==> src/rtl/nonce_result_scanner.sv <==
// Scans NUM_NONCES hash result words in shared memory, tracks the minimum hash and
// the count of words below the target, then writes a two-word report record.
module nonce_result_scanner #(
  parameter int NUM_NONCES = 16
) (
  input  logic        clk,
  input  logic        reset,
  input  logic        start,
  input  logic [15:0] result_addr,
  input  logic [15:0] report_addr,
  input  logic [31:0] target,
  output logic        done,
  output logic        found,
  output logic [7:0]  match_count,
  output logic [7:0]  best_nonce,
  output logic [31:0] best_hash,
  output logic        mem_clk,
  output logic        mem_we,
  output logic [15:0] mem_addr,
  output logic [31:0] mem_write_data,
  input  logic [31:0] mem_read_data
);

  localparam logic [7:0] LAST_IDX = 8'(NUM_NONCES - 1);

  typedef enum logic [2:0] {
    S_IDLE,
    S_RD_ADDR,
    S_RD_DATA,
    S_WR_HDR,
    S_WR_HASH
  } state_t;

  state_t      state_q, state_d;
  logic [7:0]  idx_q, idx_d;
  logic [15:0] res_base_q, res_base_d;
  logic [15:0] rep_base_q, rep_base_d;
  logic [31:0] target_q, target_d;
  logic        found_q, found_d;
  logic [7:0]  cnt_q, cnt_d;
  logic [7:0]  bnonce_q, bnonce_d;
  logic [31:0] bhash_q, bhash_d;
  logic        we_q, we_d;
  logic [15:0] addr_q, addr_d;
  logic [31:0] wdata_q, wdata_d;
  logic        hit_best, hit_tgt;

  assign hit_best = mem_read_data < bhash_q;
  assign hit_tgt  = mem_read_data < target_q;

  always_comb begin
    state_d    = state_q;
    idx_d      = idx_q;
    res_base_d = res_base_q;
    rep_base_d = rep_base_q;
    target_d   = target_q;
    found_d    = found_q;
    cnt_d      = cnt_q;
    bnonce_d   = bnonce_q;
    bhash_d    = bhash_q;
    we_d       = we_q;
    addr_d     = addr_q;
    wdata_d    = wdata_q;
    case (state_q)
      S_IDLE: begin
        if (start) begin
          res_base_d = result_addr;
          rep_base_d = report_addr;
          target_d   = target;
          found_d    = 1'b0;
          cnt_d      = 8'd0;
          idx_d      = 8'd0;
          bnonce_d   = 8'd0;
          bhash_d    = 32'hFFFF_FFFF;
          addr_d     = result_addr;
          state_d    = S_RD_ADDR;
        end
      end
      S_RD_ADDR: state_d = S_RD_DATA;
      S_RD_DATA: begin
        // Strict compare keeps the lowest index on ties.
        if (hit_best) begin
          bhash_d  = mem_read_data;
          bnonce_d = idx_q;
        end
        if (hit_tgt) begin
          cnt_d   = cnt_q + 8'd1;
          found_d = 1'b1;
        end
        if (idx_q == LAST_IDX) begin
          // Header uses the next-state values so the last word is already folded in.
          we_d    = 1'b1;
          addr_d  = rep_base_q;
          wdata_d = {found_d, 15'b0, cnt_d, bnonce_d};
          state_d = S_WR_HDR;
        end else begin
          idx_d   = idx_q + 8'd1;
          addr_d  = res_base_q + {8'd0, idx_q} + 16'd1;
          state_d = S_RD_ADDR;
        end
      end
      S_WR_HDR: begin
        addr_d  = rep_base_q + 16'd1;
        wdata_d = bhash_q;
        state_d = S_WR_HASH;
      end
      S_WR_HASH: begin
        we_d    = 1'b0;
        state_d = S_IDLE;
      end
      default: state_d = S_IDLE;
    endcase
  end

  always_ff @(posedge clk or posedge reset) begin
    if (reset) begin
      state_q    <= S_IDLE;
      idx_q      <= 8'd0;
      res_base_q <= 16'd0;
      rep_base_q <= 16'd0;
      target_q   <= 32'd0;
      found_q    <= 1'b0;
      cnt_q      <= 8'd0;
      bnonce_q   <= 8'd0;
      bhash_q    <= 32'hFFFF_FFFF;
      we_q       <= 1'b0;
      addr_q     <= 16'd0;
      wdata_q    <= 32'd0;
    end else begin
      state_q    <= state_d;
      idx_q      <= idx_d;
      res_base_q <= res_base_d;
      rep_base_q <= rep_base_d;
      target_q   <= target_d;
      found_q    <= found_d;
      cnt_q      <= cnt_d;
      bnonce_q   <= bnonce_d;
      bhash_q    <= bhash_d;
      we_q       <= we_d;
      addr_q     <= addr_d;
      wdata_q    <= wdata_d;
    end
  end

  assign done           = (state_q == S_IDLE);
  assign found          = found_q;
  assign match_count    = cnt_q;
  assign best_nonce     = bnonce_q;
  assign best_hash      = bhash_q;
  assign mem_clk        = clk;
  assign mem_we         = we_q;
  assign mem_addr       = addr_q;
  assign mem_write_data = wdata_q;

endmodule

==> config.mk <==
export PLATFORM = sky130hd
export DESIGN_NAME = nonce_result_scanner
export DESIGN_NICKNAME = d
export VERILOG_FILES = /design/src/rtl/nonce_result_scanner.sv
export SDC_FILE = /design/constraint.sdc
export NUM_CORES = 1
export LEC_CHECK = 0
export BUFFER_PORTS_ARGS = -buffer_cell sky130_fd_sc_hd__buf_2
export CORE_MARGIN = 3
export CORE_UTILIZATION = 40
export DETAILED_ROUTE_END_ITERATION = 10
export PLACE_DENSITY = 0.72
export SLEW_MARGIN = 25
export SYNTH_ARGS = -nofsm -noshare
export SYNTH_HDL_FRONTEND = slang
export SYNTH_SLANG_ARGS = --single-unit
==> constraint.sdc <==
create_clock -name clk -period 8.6 [get_ports clk]
set_clock_uncertainty 0.15 [all_clocks]
set_input_delay 1.72 -clock clk [delete_from_list [all_inputs] [get_ports clk]]
set_output_delay 1.72 -clock clk [all_outputs]
set_load 0.02 [all_outputs]
==> Yosys cells after proc, flatten, opt, wreduce, memory -nomap -nowiden <==
Cells that the tools add are included.
W data, S select, Z words.
{ "totals": {"register_bits": 173, "latch_bits": 0, "ramBits": 0, "mem_bits_ro": 0, "input_bits": 99, "n_memories": 0} }
{ "classes": {"n_addsub": 5, "n_mul": 0, "div_mod_pow": 0, "n_lt_le_gt_ge": 2, "n_eq_ne": 9, "shifts": 0, "n_mux": 23, "n_bitwise": 0, "n_reduce_logical": 12} }
{ "op_table": {"columns": ["op", "n"], "rows": [
  ["$pmux W32 S2", 2],
  ["$mux W32", 3],
  ["$lt A32 B32 Y1", 2],
  ["$pmux W16 S3", 1],
  ["$pmux W8 S2", 3],
  ["$add A16 B1 Y16 const B", 2],
  ["$mux W16", 2],
  ["$mux W8", 4],
  ["$add A16 B8 Y16", 1],
  ["$add A8 B1 Y8 const B", 2],
  ["$pmux W3 S4", 1],
  ["$reduce_and A2 Y1", 5],
  ["$eq A8 B4 Y1 const B", 1],
  ["$ne A2 B2 Y1 const B", 4],
  ["$eq A3 B2 Y1 const B", 2],
  ["$reduce_and A3 Y1", 2],
  ["$reduce_bool A2 Y1", 3],
  ["$pmux W1 S2", 2],
  ["$eq A3 B1 Y1 const B", 1],
  ["$eq A3 B3 Y1 const B", 1],
  ["$logic_not A3 Y1", 1],
  ["$mux W1", 3],
  ["$mux W3", 1],
  ["$reduce_bool A3 Y1", 1],
  ["$mux W2", 1]
]} }

==> Depth between registers and ports, before layout <==
Gate-level depths: netlist of run 1.
{ "logic_depth": {"depth_word": 4, "mapped_depth": 12, "depth_no_buf": 12} }

==> flow_summary.toml, run 1 <==
[status]
outcome = "finished clean"

[worst_setup_path]
cp-start-kind = "clock port"
path_buf_inv = 3
critPathSlowestCell = "buf_2"
path_cells = "clkbuf_16 -> clkbuf_16 -> buf_2"
crit_fanout = 2
critPathMaxStageDelay_ps = 150
rr_worst_depth = 9
timing.rr.start = "best_hash[17]"
path_depth = 3
endpoint_kind = "output port"
cp_common_cell = "clkbuf_16"
cp.arrival_ps = 4690
crit_type = "clock port to output port"
startpoint = "clk"
crit_family = "buffers and inverters"
reg2reg_setup_slack_ps = 4940
timing.rr.end = "best_hash[23]"
required_ps = 6730
crit_end = "mem_clk"

[sta]
setup-tns-final_ps = 0
tightest_slew_ps = 1030
maxSlewHeadroom_pct = 31.1
timing.final.ws_setup_ps = 2040
rsz0062_at_grt = "no"
hold-worst-slack_ps = 333
maxSlewViolCount = 0
finalHoldViolations = 0
setup_viol = 0

[synth]
synth_top_family_by_area = "compound AO/OA/AOI/OAI gates"
synth_top_area_share_pct = 37.8
yosys.area.top_type = "dfrtp_1"
netlist_instances = 1000
synth-adder-area-share_pct = 9.99
synth_area_per_cell_um2 = 9.34
syn_area_mm2 = 0.00934
synth_edf_count = 0
synthFlopType = "dfrtp_1"
synth-compound-area-share_pct = 18.9
synthArstFlopShare_pct = 100
synth_xor_area_share_pct = 3.00
yosys.area_share.simple_pct = 14.7
synth_warnings = 0
synth-seq-cells = 173
synth_area_leaders = "dfrtp_1, ha_1, dfstp_2"
syn-num-nets = 1173
synth_mux_area_share_pct = 0.897
yosysSeqAreaShare_pct = 46.8
yosysUniqueCellTypes = 55

[floorplanning]
dieHeight_um = 159
coreArea_mm2 = 0.0228
die_x_um = 159
dieArea_mm2 = 0.0252
rows = 55
initial_core_util_pct = 41.0
ios = 199

[grt]
grt_pass1_wl_um = 42100
grt_max_degree = 106
antenna_found_initial = 3
grt-ovfl-total = 0
track_usage_pct = 20.9
grt_pass1_vias = 7998

[power_and_ir_drop]
p_sw_share_pct = 41.6
intPower_w = 0.00235
peakVddDrop_mv = 0.152
p_seq_share_pct = 35.6
p_sw_w = 0.00167
power.density_mw_per_mm2 = 353
p_comb_share_pct = 42.2
clockPowerShare_pct = 22.2
power_leakage_nw = 5.69

[route]
final_antenna_net_count = 0
drtPass1Iterations = 6
via_per_inst = 5.36
drc = 0
postRouteWirelength_um = 26400
vias = 8088
avgRoutedWirePerCell_um = 17.5
dr.first_iter.drc_count = 670

[cts]
cts_hold_buf = 0
cts.clk_slew.worst_paths_ps = 70
ctsResizeCount = 0
cts_setup_buffers = 0
clk_latency_ps = 530
cts_tree = "built"

[finish]
fin_area_mm2 = 0.0114
nNetsFinal = 1354
syn_to_final_growth_pct = 21.5
drive_gt1_share_pct = 24.0

[place]
port_buffers = 198
hpwl_um = 19000
placed_area_mm2 = 0.0106
routabilityCongestion = 0.904
pre_cts_slack_ps = 2290

[min_path]
hold_class = "register to register"
holdCritStartpoint = "mem_addr[8]"

[job]
maxCapViolCount = 0
-- sequential cells by signal, summed over array words and instances, names as in the netlist, 16 cells and up --
signal          count
best_hash          32
mem_write_data     32
target_q           32
mem_addr           16
rep_base_q         16
res_base_q         16
-- power groups by stage --
stage	clock network [W]	registers [W]	logic [W]
6_report	0.000890	0.00143	0.00169
5_1_grt	0.000945	0.00147	0.00189
4_1_cts	0.000906	0.00142	0.00169
3_5_place_dp	0.0000109	0.00143	0.00168
3_3_place_gp	0.0000109	0.00143	0.00161
2_1_floorplan	0.0000136	0.00157	0.000984
-- cells by family (layout without fill, tap and decap cells) --
kind of cell,after synthesis,count (layout)
other,0,3
and+or+nand+nor,307,307
buffers and inverters,135,329
DFF,173,173
AOI/OAI and AO/OA,271,271
adders and majority gates,74,74
xor gates and xnor gates,32,32
muxes,8,8
-- Yosys cell counts (all sizes together), types with 4 or more instances --
cell,n
nand2,168
dfrtp,141
o21ai,100
inv,88
ha,73
a21oi,48
nand3,43
nor2,35
o22a,33
dfstp,32
clkbuf,29
a21o,20
xor2,19
buf,18
nand4,13
xnor2,13
a22oi,12
a221oi,11
o22ai,10
nor3,9
and4,7
o21a,7
and3,6
nor4,6
mux2i,5
o31ai,5
or3,5
a221o,4
a222oi,4
a31oi,4
nor2b,4
-- per-stage QoR --
step           power, W  std cells  utilization, %
6_report        0.00401       1510            49.8
5_1_grt         0.00431       1510            49.8
2_1_floorplan   0.00257       1000               -
3_5_place_dp    0.00313       1471            46.6
3_3_place_gp    0.00305       1470            46.5
4_1_cts         0.00402       1506            49.7
-- worst min-delay path: cells and delay by family (launching register included) --
family,cells,cell delay (ps)
DFF,1,340
AOI/OAI and AO/OA,1,60
and+or+nand+nor,1,50
-- worst min path at each step --
stage,cells past startpoint,endpoint,slack (ps)
3_5_place_dp,2,mem_addr[8],320
4_1_cts,2,mem_addr[8],330
5_1_grt,2,res_base_q[7],360
2_1_floorplan,2,target_q[0],290
3_3_place_gp,2,res_base_q[3],310
6_report,2,mem_addr[8],330
-- area by class of cell --
type	count	area [µm²]
antenna	3	7.51
clock buffer	25	541
clock inverter	11	158
fill	2109	11400
inverter	88	335
multi-input combinational	692	4460
sequential	173	4370
tap	313	392
timing repair buffer	205	1090
-- cells in the final DEF, fill, tap and decap left out, types with 5 or more instances in the layout --
cell,n
clkbuf_16,20
dfstp_2,32
or3_1,5
a221oi_1,11
a22oi_1,12
inv_1,87
buf_4,5
nor4_1,5
nand3_1,41
ha_1,73
o22ai_1,10
dfrtp_1,141
and3_1,6
buf_2,198
and4_1,7
mux2i_1,5
xor2_1,19
xnor2_1,13
a21oi_1,46
o21a_1,7
nand4_1,13
o21ai_1,9
o22a_1,33
nor3_1,9
o21ai_0,91
a21o_1,20
nor2_1,35
nand2_1,167
-- metal layers --
metal / up-vias / part of all wire (%) / GRT usage (%)
li1: 3884 / - / -
met3: 44 / 6.7 / 6.26
met2: 256 / 46 / 32.7
met5: - / 0 / 0
met4: 0 / 3.0 / 8.95
met1: 3904 / 44 / 27.1
Note: power is estimated with default switching activity, not from simulation.
==> run 2, diff against run 1 <==
==> constraint.sdc (replaced) <==
create_clock -name clk -period 6.45 [get_ports clk]
set_clock_uncertainty 0.15 [all_clocks]
set_input_delay 1.29 -clock clk [delete_from_list [all_inputs] [get_ports clk]]
set_output_delay 1.29 -clock clk [all_outputs]
set_load 0.02 [all_outputs]
==> flow_summary.toml, run 2 (synthesized netlist as in run 1, its figures left out) <==
[status]
outcome = "finished clean"

[sta]
tightest_slew_ps = 931
setup-tns-final_ps = 0
setup_viol = 0
maxSlewHeadroom_pct = 38.0
maxSlewViolCount = 0
rsz0062_at_grt = "no"
finalHoldViolations = 0

[worst_setup_path]
crit_fanout = 2
cp-start-kind = "clock port"
path_cells = "clkbuf_16 -> clkbuf_16 -> buf_2"
cp_common_cell = "clkbuf_16"
crit_type = "clock port to output port"
required_ps = 5010
critPathSlowestCell = "buf_2"
cp.arrival_ps = 3620
path_depth = 3
critPathMaxStageDelay_ps = 150
endpoint_kind = "output port"
crit_family = "buffers and inverters"
rr_worst_depth = 9
path_buf_inv = 3

[finish]
fin_util_pct = 49.8
drive_gt1_share_pct = 23.9
nFillCells = 2137
final_common_cell = "buf_2"
nNetsFinal = 1357
layout_common_cells = "buf_2, nand2_1, dfrtp_1"
fin_area_mm2 = 0.0113
syn_to_final_growth_pct = 21.3

[place]
placed_area_mm2 = 0.0106
hpwl_um = 19300
routabilityCongestion = 0.913
port_buffers = 198

[floorplanning]
dieHeight_um = 159
rows = 55
coreArea_mm2 = 0.0228
die_x_um = 159
initial_core_util_pct = 41.0
dieArea_mm2 = 0.0252
ios = 199

[route]
route.met2.wl_um = 12000
vias = 8026
dr.first_iter.drc_count = 657
drtPass1Iterations = 5
final_antenna_net_count = 0
route.met3.wl_um = 1870
met1_length_um = 11500
postRouteWirelength_um = 26300
drc = 0
via_per_inst = 5.31
topRoutingLayerUsed = "met4"
avgRoutedWirePerCell_um = 17.4

[power_and_ir_drop]
peakVddDrop_mv = 0.158
power_leakage_nw = 5.69
power.density_mw_per_mm2 = 468

[cts]
clk_latency_ps = 540
ctsResizeCount = 0
cts_tree = "built"
cts_hold_buf = 0
cts.clk_slew.worst_paths_ps = 60
cts_setup_buffers = 0

[grt]
grt_pass1_wl_um = 42700
antenna_found_initial = 2
grt_pass1_vias = 7983
track_usage_pct = 21.1
grt_max_degree = 106
grt-ovfl-total = 0

[min_path]
min_path_cells = 2
hold_class = "register to register"

[job]
maxCapViolCount = 0
==> run 2: worst paths after layout <==
check / start / endpoint / slack [ps]
min in group asynchronous: reset / rep_base_q[13] / 760
hold reg to reg: res_base_q[4] / res_base_q[4] / 340
hold / removal: res_base_q[4] / res_base_q[4] / 340
max in group asynchronous: reset / idx_q[2] / 4170
setup reg to reg: best_hash[17] / best_hash[25] / 2920
setup / recovery: clk / mem_clk / 1390
==> run 2: worst register-to-register path: cells and delay by family, from the launching register on <==
kind,cells,cell delay (ps)
adder cells (fa/ha/maj),1,300
AO/OA/AOI/OAI,5,1480
buffers and inverters,1,50
AND/OR/NAND/NOR,2,920
flip-flops,1,550
==> run 2: through the flow <==
stage	setup slack (ps)	cells	hold slack, ps	power [W]
after global routing	1380	1512	367	0.00571
after CTS	1390	1509	336	0.00533
after detailed placement	1650	1474	321	0.00417
after global placement	1650	1473	312	0.00408
after floorplan	374	1000	288	0.00343
final	1390	1512	335	0.00531
==> run 2: final cells by class <==
type / count / area [µm²] / area share (%)
antenna: 2 / 5.00 / 0.0441
clock buffer: 27 / 538 / 4.75
clock inverter: 9 / 135 / 1.19
inverter: 88 / 335 / 2.96
multi-input combinational: 692 / 4460 / 39.4
sequential: 173 / 4370 / 38.5
tap: 313 / 392 / 3.45
timing repair buffer: 208 / 1100 / 9.71
==> run 2: per-layer routing <==
| layer | vias to the layer above | GRT usage, % |
|---|---|---|
| li1 | 3874 | - |
| met1 | 3826 | 28.0 |
| met3 | 57 | 6.10 |
| met5 | - | 0 |
| met2 | 269 | 32.2 |
| met4 | 0 | 8.83 |
==> run 2: power by group <==
group	internal, W	switching, W	leakage (nW)
registers	0.00157	0.000346	2.09
clock network	0.000706	0.000446	0.331
logic	0.000839	0.00140	3.26
==> run 3, diff against run 2 <==
==> constraint.sdc (replaced) <==
create_clock -name clk -period 4.8 [get_ports clk]
set_clock_uncertainty 0.15 [all_clocks]
set_input_delay 0.96 -clock clk [delete_from_list [all_inputs] [get_ports clk]]
set_output_delay 0.96 -clock clk [all_outputs]
set_load 0.02 [all_outputs]
==> flow_summary.toml, run 3 (synthesized netlist as in run 1, its figures left out) <==
[power_and_ir_drop]
peakVddDrop_mv = 0.271
p_seq_share_pct = 35.9
power.density_mw_per_mm2 = 628
power_leakage_nw = 5.70
p_sw_w = 0.00295
p_comb_share_pct = 42.1
p_sw_share_pct = 41.2
p_total_w = 0.00715
clockPowerShare_pct = 22.0
intPower_w = 0.00420

[worst_setup_path]
cp-start-kind = "clock port"
path_buf_inv = 3
reg2reg_setup_slack_ps = 1310
cp.arrival_ps = 2790
critPathSlowestCell = "buf_2"
path_cells = "clkbuf_16 -> clkbuf_16 -> buf_2"
rr_worst_depth = 11
required_ps = 3690
critPathMaxStageDelay_ps = 150
timing.rr.end = "best_hash[25]"
crit_family = "buffers and inverters"
crit_fanout = 2
endpoint_kind = "output port"
crit_type = "clock port to output port"
cp_common_cell = "clkbuf_16"
timing.rr.start = "best_hash[17]"

[route]
drtPass1Iterations = 6
dr.first_iter.drc_count = 584
postRouteWirelength_um = 26100
route.met3.wl_um = 1840
vias = 8002
final_antenna_net_count = 0
drc = 0
topRoutingLayerUsed = "met4"
route.met2.wl_um = 12000
met1_length_um = 11400
via_per_inst = 5.28
avgRoutedWirePerCell_um = 17.2

[floorplanning]
ios = 199
die_x_um = 159
dieHeight_um = 159
coreArea_mm2 = 0.0228
rows = 55
initial_core_util_pct = 41.0
dieArea_mm2 = 0.0252

[place]
hpwl_um = 19300
routabilityCongestion = 0.887
pre_cts_slack_ps = 823
port_buffers = 198

[grt]
grt_pass1_wl_um = 42500
antenna_found_initial = 4
grt_max_degree = 86
track_usage_pct = 20.9
grt-ovfl-total = 0
grt_pass1_vias = 8084

[sta]
rsz0062_at_grt = "no"
finalHoldViolations = 0
setup_viol = 0
maxSlewHeadroom_pct = 48.7
setup-tns-final_ps = 0
tightest_slew_ps = 762
hold-worst-slack_ps = 260
maxSlewViolCount = 0
timing.final.ws_setup_ps = 898

[cts]
clk_latency_ps = 530
cts_hold_buf = 0
cts_tree = "built"
cts.clk_slew.worst_paths_ps = 60
cts_setup_buffers = 0
ctsResizeCount = 0

[finish]
layout_common_cells = "buf_2, nand2_1, dfrtp_1"
final_common_cell = "buf_2"
syn_to_final_growth_pct = 21.9
nNetsFinal = 1359
drive_gt1_share_pct = 24.2

[min_path]
hold_class = "input port to async pin"

[status]
outcome = "finished clean"

[job]
maxCapViolCount = 0
[run 3: through the flow]
| step | instance area, µm² | cells | util (%) |
|---|---|---|---|
| floorplan | 9350 | 1000 | - |
| global placement | 10700 | 1476 | 46.9 |
| detailed placement | 10700 | 1476 | 46.9 |
| CTS | 11400 | 1511 | 49.9 |
| global route | 11400 | 1516 | 50.0 |
| finish | 11400 | 1516 | 50.0 |
[run 3: power by group through the flow]
stage / Combinational [W] / Sequential [W] / Clock [W]
2_1_floorplan: 0.00176 / 0.00282 / 0.0000243
3_3_place_gp: 0.00293 / 0.00256 / 0.0000195
3_5_place_dp: 0.00301 / 0.00258 / 0.0000195
4_1_cts: 0.00303 / 0.00256 / 0.00160
5_1_grt: 0.00338 / 0.00265 / 0.00168
6_report: 0.00301 / 0.00257 / 0.00158
[run 3: worst register-to-register path: cells and delay by family, from the launching register on]
| kind | cells | cell delay (ps) |
|---|---|---|
| adder cells (fa/ha/maj) | 1 | 310 |
| AND/OR/NAND/NOR | 2 | 340 |
| AO/OA/AOI/OAI | 6 | 1780 |
| flip-flops | 1 | 540 |
| buffers and inverters | 2 | 310 |
[run 3: final cells by class]
cell class	count	area, µm²
diodes	4	10.0
clock inverters	9	136
repair buffers	210	1130
fillers	2161	11400
inverters	88	334
multi-input cells	692	4460
clock buffers	27	558
flip-flops and latches	173	4370
well taps	313	392
[run 3: metal layers]
layer / up-vias / global-route usage [%]
met2: 276 / 33.0
met5: - / 0
li1: 3882 / -
met3: 53 / 6.89
met4: 0 / 9.67
met1: 3791 / 26.2
[run 3: how the worst max path moves through the flow]
stage                 startpoint            end  slack, ps  depth (start not counted)
2_1_floorplan                clk        mem_clk       1160                          1
3_3_place_gp   mem_read_data[17]  best_hash[22]        870                         11
3_5_place_dp   mem_read_data[17]  best_hash[13]        820                         11
4_1_cts                      clk        mem_clk        890                          3
5_1_grt                      clk        mem_clk        890                          3
6_report                     clk        mem_clk        900                          3
